File: src/rtl/octal_latch_pkg.sv
// Shared types and constants for the octal latch load sequencer.
// Optional feature macro: OCTAL_LATCH_PARITY_EN (adds the D_PAR output).
package octal_latch_pkg;

  // Sequencer states
  typedef enum logic [1:0] {
    IDLE,
    SETUP,
    STROBE,
    HOLD
  } state_t;

  // Per-bit OE levels of a 74F374: high tri-states the outputs
  localparam logic OE_DISABLED = 1'b1;
  localparam logic OE_ENABLED  = 1'b0;

  // Width of an index/counter able to hold 0..n-1, never narrower than one bit
  function automatic int idx_width(input int n);
    return (n > 1) ? $clog2(n) : 1;
  endfunction

endpackage

File: src/rtl/octal_latch_timer.sv
// Loadable down-counter with a zero flag. The sequencer reloads it on every
// state change and uses the zero flag to end SETUP and HOLD dwell periods.
// The default build has no configuration macros in this file.
module octal_latch_timer #(
  parameter int WIDTH = 2
) (
  input  logic             CLK,
  input  logic             RESET,
  input  logic             load,
  input  logic [WIDTH-1:0] load_value,
  output logic             zero
);

  logic [WIDTH-1:0] count;

  // Count register: load has priority, otherwise count down and park at zero
  // NOTE: sequential state uses non-blocking (<=) so every flop samples pre-edge values.
  always_ff @(posedge CLK or posedge RESET) begin
    if (RESET) begin
      count <= '0;
    end else if (load) begin
      count <= load_value;
    end else if (!zero) begin
      count <= count - 1'b1;
    end
  end

  assign zero = (count == '0);

endmodule

File: src/rtl/octal_latch_sequencer.sv
// Load sequencer for a bank of 74F374-style octal registers. Accepts a
// NUM_REGS-byte word, walks it byte by byte onto the shared D bus with a
// one-cycle LD strobe per register, then enables all register outputs for
// HOLD_CYCLES cycles and pulses DONE.
// Optional feature macro: OCTAL_LATCH_PARITY_EN adds D_PAR (odd parity of D).
module octal_latch_sequencer
  import octal_latch_pkg::*;
#(
  parameter int NUM_REGS     = 2,
  parameter int SETUP_CYCLES = 1,
  parameter int HOLD_CYCLES  = 4
) (
  input  logic                  CLK,
  input  logic                  RESET,
  input  logic                  IN_VALID,
  output logic                  IN_READY,
  input  logic [8*NUM_REGS-1:0] IN_DATA,
  input  logic                  ABORT,
  output logic [7:0]            D,
  output logic [NUM_REGS-1:0]   LD,
  output logic [NUM_REGS-1:0]   OE,
  output logic                  BUSY,
  output logic                  DONE
`ifdef OCTAL_LATCH_PARITY_EN
  ,
  output logic                  D_PAR
`endif
);

  localparam int IW      = idx_width(NUM_REGS);
  localparam int MAX_DW  = (SETUP_CYCLES > HOLD_CYCLES) ? SETUP_CYCLES : HOLD_CYCLES;
  localparam int TW      = idx_width(MAX_DW);
  localparam logic [IW-1:0] LAST_IDX = IW'(NUM_REGS - 1);

  state_t                  state, state_next;
  logic [IW-1:0]           idx, idx_next;
  logic [8*NUM_REGS-1:0]   shadow;
  logic                    accept;
  logic                    done_next;
  logic                    tmr_load;
  logic [TW-1:0]           tmr_value;
  logic                    tmr_zero;
  logic [7:0]              sel_byte;
  logic [7:0]              d_next;
  logic [NUM_REGS-1:0]     ld_next;
  logic [NUM_REGS-1:0]     oe_next;

  octal_latch_timer #(
    .WIDTH (TW)
  ) u_timer (
    .CLK        (CLK),
    .RESET      (RESET),
    .load       (tmr_load),
    .load_value (tmr_value),
    .zero       (tmr_zero)
  );

  // Next-state logic: handshake, dwell timing, byte index walk and abort
  // NOTE: every always_comb output gets a default first so no latch is inferred.
  always_comb begin
    state_next = state;
    idx_next   = idx;
    accept     = 1'b0;
    done_next  = 1'b0;
    case (state)
      IDLE: begin
        if (IN_VALID && IN_READY && !ABORT) begin
          accept     = 1'b1;
          idx_next   = '0;
          state_next = SETUP;
        end
      end
      SETUP: begin
        if (ABORT) begin
          idx_next   = '0;
          state_next = IDLE;
        end else if (tmr_zero) begin
          state_next = STROBE;
        end
      end
      STROBE: begin
        if (ABORT) begin
          idx_next   = '0;
          state_next = IDLE;
        end else if (idx == LAST_IDX) begin
          state_next = HOLD;
        end else begin
          idx_next   = idx + 1'b1;
          state_next = SETUP;
        end
      end
      HOLD: begin
        if (ABORT) begin
          idx_next   = '0;
          state_next = IDLE;
        end else if (tmr_zero) begin
          done_next  = 1'b1;
          state_next = IDLE;
        end
      end
      default: state_next = IDLE;
    endcase
  end

  // Timer reload on every state change with the dwell of the state being entered
  always_comb begin
    tmr_load  = (state_next != state);
    tmr_value = '0;
    case (state_next)
      SETUP:   tmr_value = TW'(SETUP_CYCLES - 1);
      HOLD:    tmr_value = TW'(HOLD_CYCLES - 1);
      default: tmr_value = '0;
    endcase
  end

  // Byte mux, LD decoder and OE level for the state being entered
  always_comb begin
    sel_byte = '0;
    for (int k = 0; k < NUM_REGS; k++) begin
      if (idx_next == IW'(k)) sel_byte = shadow[8*k +: 8];
    end
    d_next  = '0;
    ld_next = '0;
    if (state_next != IDLE) begin
      // On the accept cycle the shadow is still loading, so take byte 0 directly
      d_next = accept ? IN_DATA[7:0] : sel_byte;
    end
    if (state_next == STROBE) begin
      for (int k = 0; k < NUM_REGS; k++) begin
        ld_next[k] = (idx_next == IW'(k));
      end
    end
    oe_next = (state_next == HOLD) ? {NUM_REGS{OE_ENABLED}} : {NUM_REGS{OE_DISABLED}};
  end

  // State and byte index registers
  always_ff @(posedge CLK or posedge RESET) begin
    if (RESET) begin
      state <= IDLE;
      idx   <= '0;
    end else begin
      state <= state_next;
      idx   <= idx_next;
    end
  end

  // Shadow copy of the accepted word
  // NOTE: pure data storage, only read after a capture, so it carries no reset.
  always_ff @(posedge CLK) begin
    if (accept) shadow <= IN_DATA;
  end

  // Registered outputs, aligned with the state they describe
  always_ff @(posedge CLK or posedge RESET) begin
    if (RESET) begin
      D        <= '0;
      LD       <= '0;
      OE       <= {NUM_REGS{OE_DISABLED}};
      IN_READY <= 1'b0;
      BUSY     <= 1'b0;
      DONE     <= 1'b0;
    end else begin
      D        <= d_next;
      LD       <= ld_next;
      OE       <= oe_next;
      IN_READY <= (state_next == IDLE);
      BUSY     <= (state_next != IDLE);
      DONE     <= done_next;
    end
  end

`ifdef OCTAL_LATCH_PARITY_EN
  // Odd parity of D, registered alongside D
  always_ff @(posedge CLK or posedge RESET) begin
    if (RESET) begin
      D_PAR <= 1'b1;
    end else begin
      D_PAR <= ~^d_next;
    end
  end
`endif

endmodule

File: config.mk
export PLATFORM = sky130hd
export DESIGN_NAME = octal_latch_sequencer
export DESIGN_NICKNAME = d
export VERILOG_FILES = /design/src/rtl/octal_latch_pkg.sv /design/src/rtl/octal_latch_timer.sv /design/src/rtl/octal_latch_sequencer.sv
export SDC_FILE = /design/constraint.sdc
export NUM_CORES = 1
export LEC_CHECK = 0
export CAP_MARGIN = 20
export CORE_AREA = 2 2 65 67
export DETAILED_ROUTE_END_ITERATION = 16
export DIE_AREA = 0 0 67 69
export GPL_TIMING_DRIVEN = 0
export PLACE_DENSITY = 0.67
export SETUP_SLACK_MARGIN = 0.3
export SYNTH_ARGS = -nofsm -noshare
export SYNTH_HDL_FRONTEND = slang
export SYNTH_SLANG_ARGS = --single-unit
File: constraint.sdc
create_clock -name CLK -period 1.6 [get_ports CLK]
set_input_delay 0.32 -clock CLK [delete_from_list [all_inputs] [get_ports CLK]]
set_output_delay 0.32 -clock CLK [all_outputs]
set_load 0.01 [all_outputs]
==> results.sh <==
export IMPL_placed_cells=211
export IMPL_routedWlPerCell_um=15.51
export IMPL_via_per_inst=5.200
export IMPL_r2r_slack_ns=0.13
export IMPL_synth_warnings=0
export IMPL_syn_area_sq_um=1533
export IMPL_worstPathArrival_ns=1.48
export IMPL_pre_cts_ws_ns=-0.3948
export IMPL_yosysSeqAreaShare=0.6245
export IMPL_core_sq_um=3914
export IMPL_place_area_sq_um=1951
export IMPL_grt_pass1_wl_mm=5.830
export IMPL_tns_ns=0
export IMPL_rsz0062_at_grt="true"
export IMPL_postRouteAntennaNets=0
export IMPL_utilization=0.5607
export IMPL_drive_gt1_frac=0.2278
export IMPL_final_area_sq_um=2195
export IMPL_r2r_start="state[0]$_DFF_PP0_"
export IMPL_worst_pin_slew_ns=0.7486
export IMPL_cts_htree_levels=2
export IMPL_cts_buffer_depth=2
export IMPL_yosysTopAreaCell="edfxtp_1"
export IMPL_final_cells=230
export IMPL_critPathMaxFanout=8
export IMPL_rows=23
export IMPL_synth_main_ff_cell="dfrtp_1"
export IMPL_synth_cells=128
export IMPL_grt_usage=0.1714
export IMPL_outcome="finished clean"
export IMPL_vias=1196
export IMPL_synth_seq_cells=35
export IMPL_cp_cell_sequence="nor2_4, nand4_1, buf_6, inv_8"
export IMPL_die_w_um=67
export IMPL_clock_root_buffer="clkbuf_8"
export IMPL_fin_crit_ns=1.466
export IMPL_gp_congestion=0.8759
export IMPL_crit_family="flip-flops"
export IMPL_setup_viol=0
export IMPL_clock_sinks=35
export IMPL_yosysMostFrequentCell="dfrtp_1"
export IMPL_holdWs_ns=0.3064
export IMPL_clk_pin_slew_worst_paths_ns=0.07
export IMPL_endpoint="shadow[15]$_DFFE_PP_"
export IMPL_power_density_nw_per_um2=1371
export IMPL_cts_buffers=5
export IMPL_r2r_cells=4
export IMPL_reg2reg_to="shadow[15]$_DFFE_PP_"
export IMPL_wl_mm=3.568
export IMPL_dr_first_iter_drc_count=26
export IMPL_dr_pass1_iters=4
export IMPL_ys_async_sr_fraction=0.5429
export IMPL_slew_viol_final=0
export IMPL_io_pins=35
export IMPL_synth_edf_count=16
export IMPL_cp_slowest_stage_delay_ns=0.45
export IMPL_overflow=0
export IMPL_synth_top_area_frac=0.3135
export IMPL_dpl_hpwl_mm=2.180
export IMPL_synth_nets=149
export IMPL_initial_core_util=0.3916
export IMPL_end_kind="flip-flop"
export IMPL_fill_cells=342
export IMPL_fmax_ghz=0.6820
export IMPL_fin_nets=200
export IMPL_path_class="flip-flop to flip-flop"
export IMPL_clkLatencyLatePin_ns=0.29
export IMPL_cp_slowest_cell="dfrtp_2"
export IMPL_finalCritPeriodShare=0.9164
export IMPL_die_h_um=69
export IMPL_port_buffers=33
export IMPL_leakage_nw=0.9564
export IMPL_hp_class="input port to flip-flop"
export IMPL_fin_skew_ns=0.003913
export IMPL_dieArea_sq_um=4623
export IMPL_path_depth=4
export IMPL_setup_slack_ns=0.1338
export IMPL_grt_pass1_vias=1252
export IMPL_drc=0
export IMPL_total_power_mw=3.009
export IMPL_hold_viol=0
export IMPL_worstSetupStartpoint="state[0]$_DFF_PP0_"
export IMPL_area_growth_pct=43.18
export IMPL_diodes=0
export IMPL_antenna_found_initial=0
export IMPL_grt_max_degree=20
export IMPL_path_buf_inv=2
export IMPL_maxCapViolations=0
export IMPL_cp_start_kind="flip-flop"
export IMPL_critical_path_required_ns=1.61
export IMPL_synth_distinct_cells=28
export IMPL_slew_limit_headroom=0.5004
export IMPL_synth_area_top_cells="edfxtp_1 31%, dfrtp_1 29%, mux2i_1 5.9%"
export IMPL_syn_area_per_cell_sq_um=11.97
export IMPL_ir_worst_vdd_uv=659.6
export IMPL_cts_tree="yes"
export IMPL_synth_commonest_cells="18 x dfrtp_1, 16 x edfxtp_1, 15 x nor2_1"
[flip-flops by register name (all words and copies together), names as in the netlist]
register,cells
idx,1
BUSY,1
IN_READY,1
LD,2
u_timer.count,2
OE,1
DONE,1
shadow,16
D,8
state,2
[layer usage]
layer / vias up / GRT usage / routed length (um)
met2: 39 / 0.2662 / 1862
met3: 7 / 0.07178 / 263
met1: 582 / 0.2060 / 1390
met4: 0 / 0.07256 / 51
met5: - / 0 / 0
li1: 568 / - / -
[kinds of logic after synthesis]
| logic type | Yosys count | share of synthesized area |
|---|---|---|
| XOR/XNOR | 1 | 0.005715 |
| flip-flops | 35 | 0.6245 |
| AO/OA/AOI/OAI | 25 | 0.1176 |
| multiplexers | 9 | 0.05878 |
| adder cells (fa/ha/maj) | 1 | 0.008162 |
| buffers and inverters | 13 | 0.03755 |
| AND/OR/NAND/NOR | 44 | 0.1478 |
[power by group]
group          internal, mW  switching, mW  total, mW
registers              1.10         0.0972       1.20
logic                 0.595          0.606       1.20
clock network         0.305          0.306      0.611
[placed cells by master (no fill, tap or decap), types with 3 or more instances in the layout]
cell type,count
mux2i_1,9
nand2_1,3
dlygate4sd2_1,10
a311oi_1,7
clkdlybuf4s15_1,3
clkdlybuf4s50_1,18
clkbuf_8,5
dfrtp_1,16
a21oi_1,11
inv_1,4
buf_4,9
nor2_1,13
edfxtp_1,16
and3_1,9
nor2b_1,8
[worst register-to-register path, stage by stage, from the launching register on]
cell	delay, ns
dfrtp_2	0.45
nor2_4	0.15
nand4_1	0.24
buf_6	0.26
inv_8	0.09
[timing repair]
action / CTS / global route
setup endpoints to repair: 42 / 29
gates cloned: 1 / 1
buffers inserted: 7 / 2
hold buffers: 0 / 0
endpoints found under the hold margin: 0 / 0
pin swaps: 7 / 2
resized for setup: 39 / 6
[worst min-delay path by stage]
stage	end	startpoint	depth (start not counted)
2_1_floorplan	BUSY$_DFF_PP0_	RESET	1
4_1_cts	state[1]$_DFF_PP0_	ABORT	2
3_3_place_gp	LD[0]$_DFF_PP0_	idx$_DFF_PP0_	1
6_report	state[1]$_DFF_PP0_	ABORT	2
5_1_grt	state[1]$_DFF_PP0_	ABORT	2
3_5_place_dp	LD[0]$_DFF_PP0_	idx$_DFF_PP0_	1
[final cells by class]
type	count	area, sq um	area share
flip-flops and latches	35	959.7	0.4373
multi-input cells	80	581.8	0.2651
repair buffers	43	411.6	0.1876
clock buffers	7	76.32	0.03478
well taps	50	62.56	0.02851
inverters	8	45.04	0.02052
plain buffers	5	41.29	0.01881
repair inverters	1	11.26	0.005131
clock inverters	1	5.005	0.002281
Note: power is estimated with default switching activity, not from simulation.
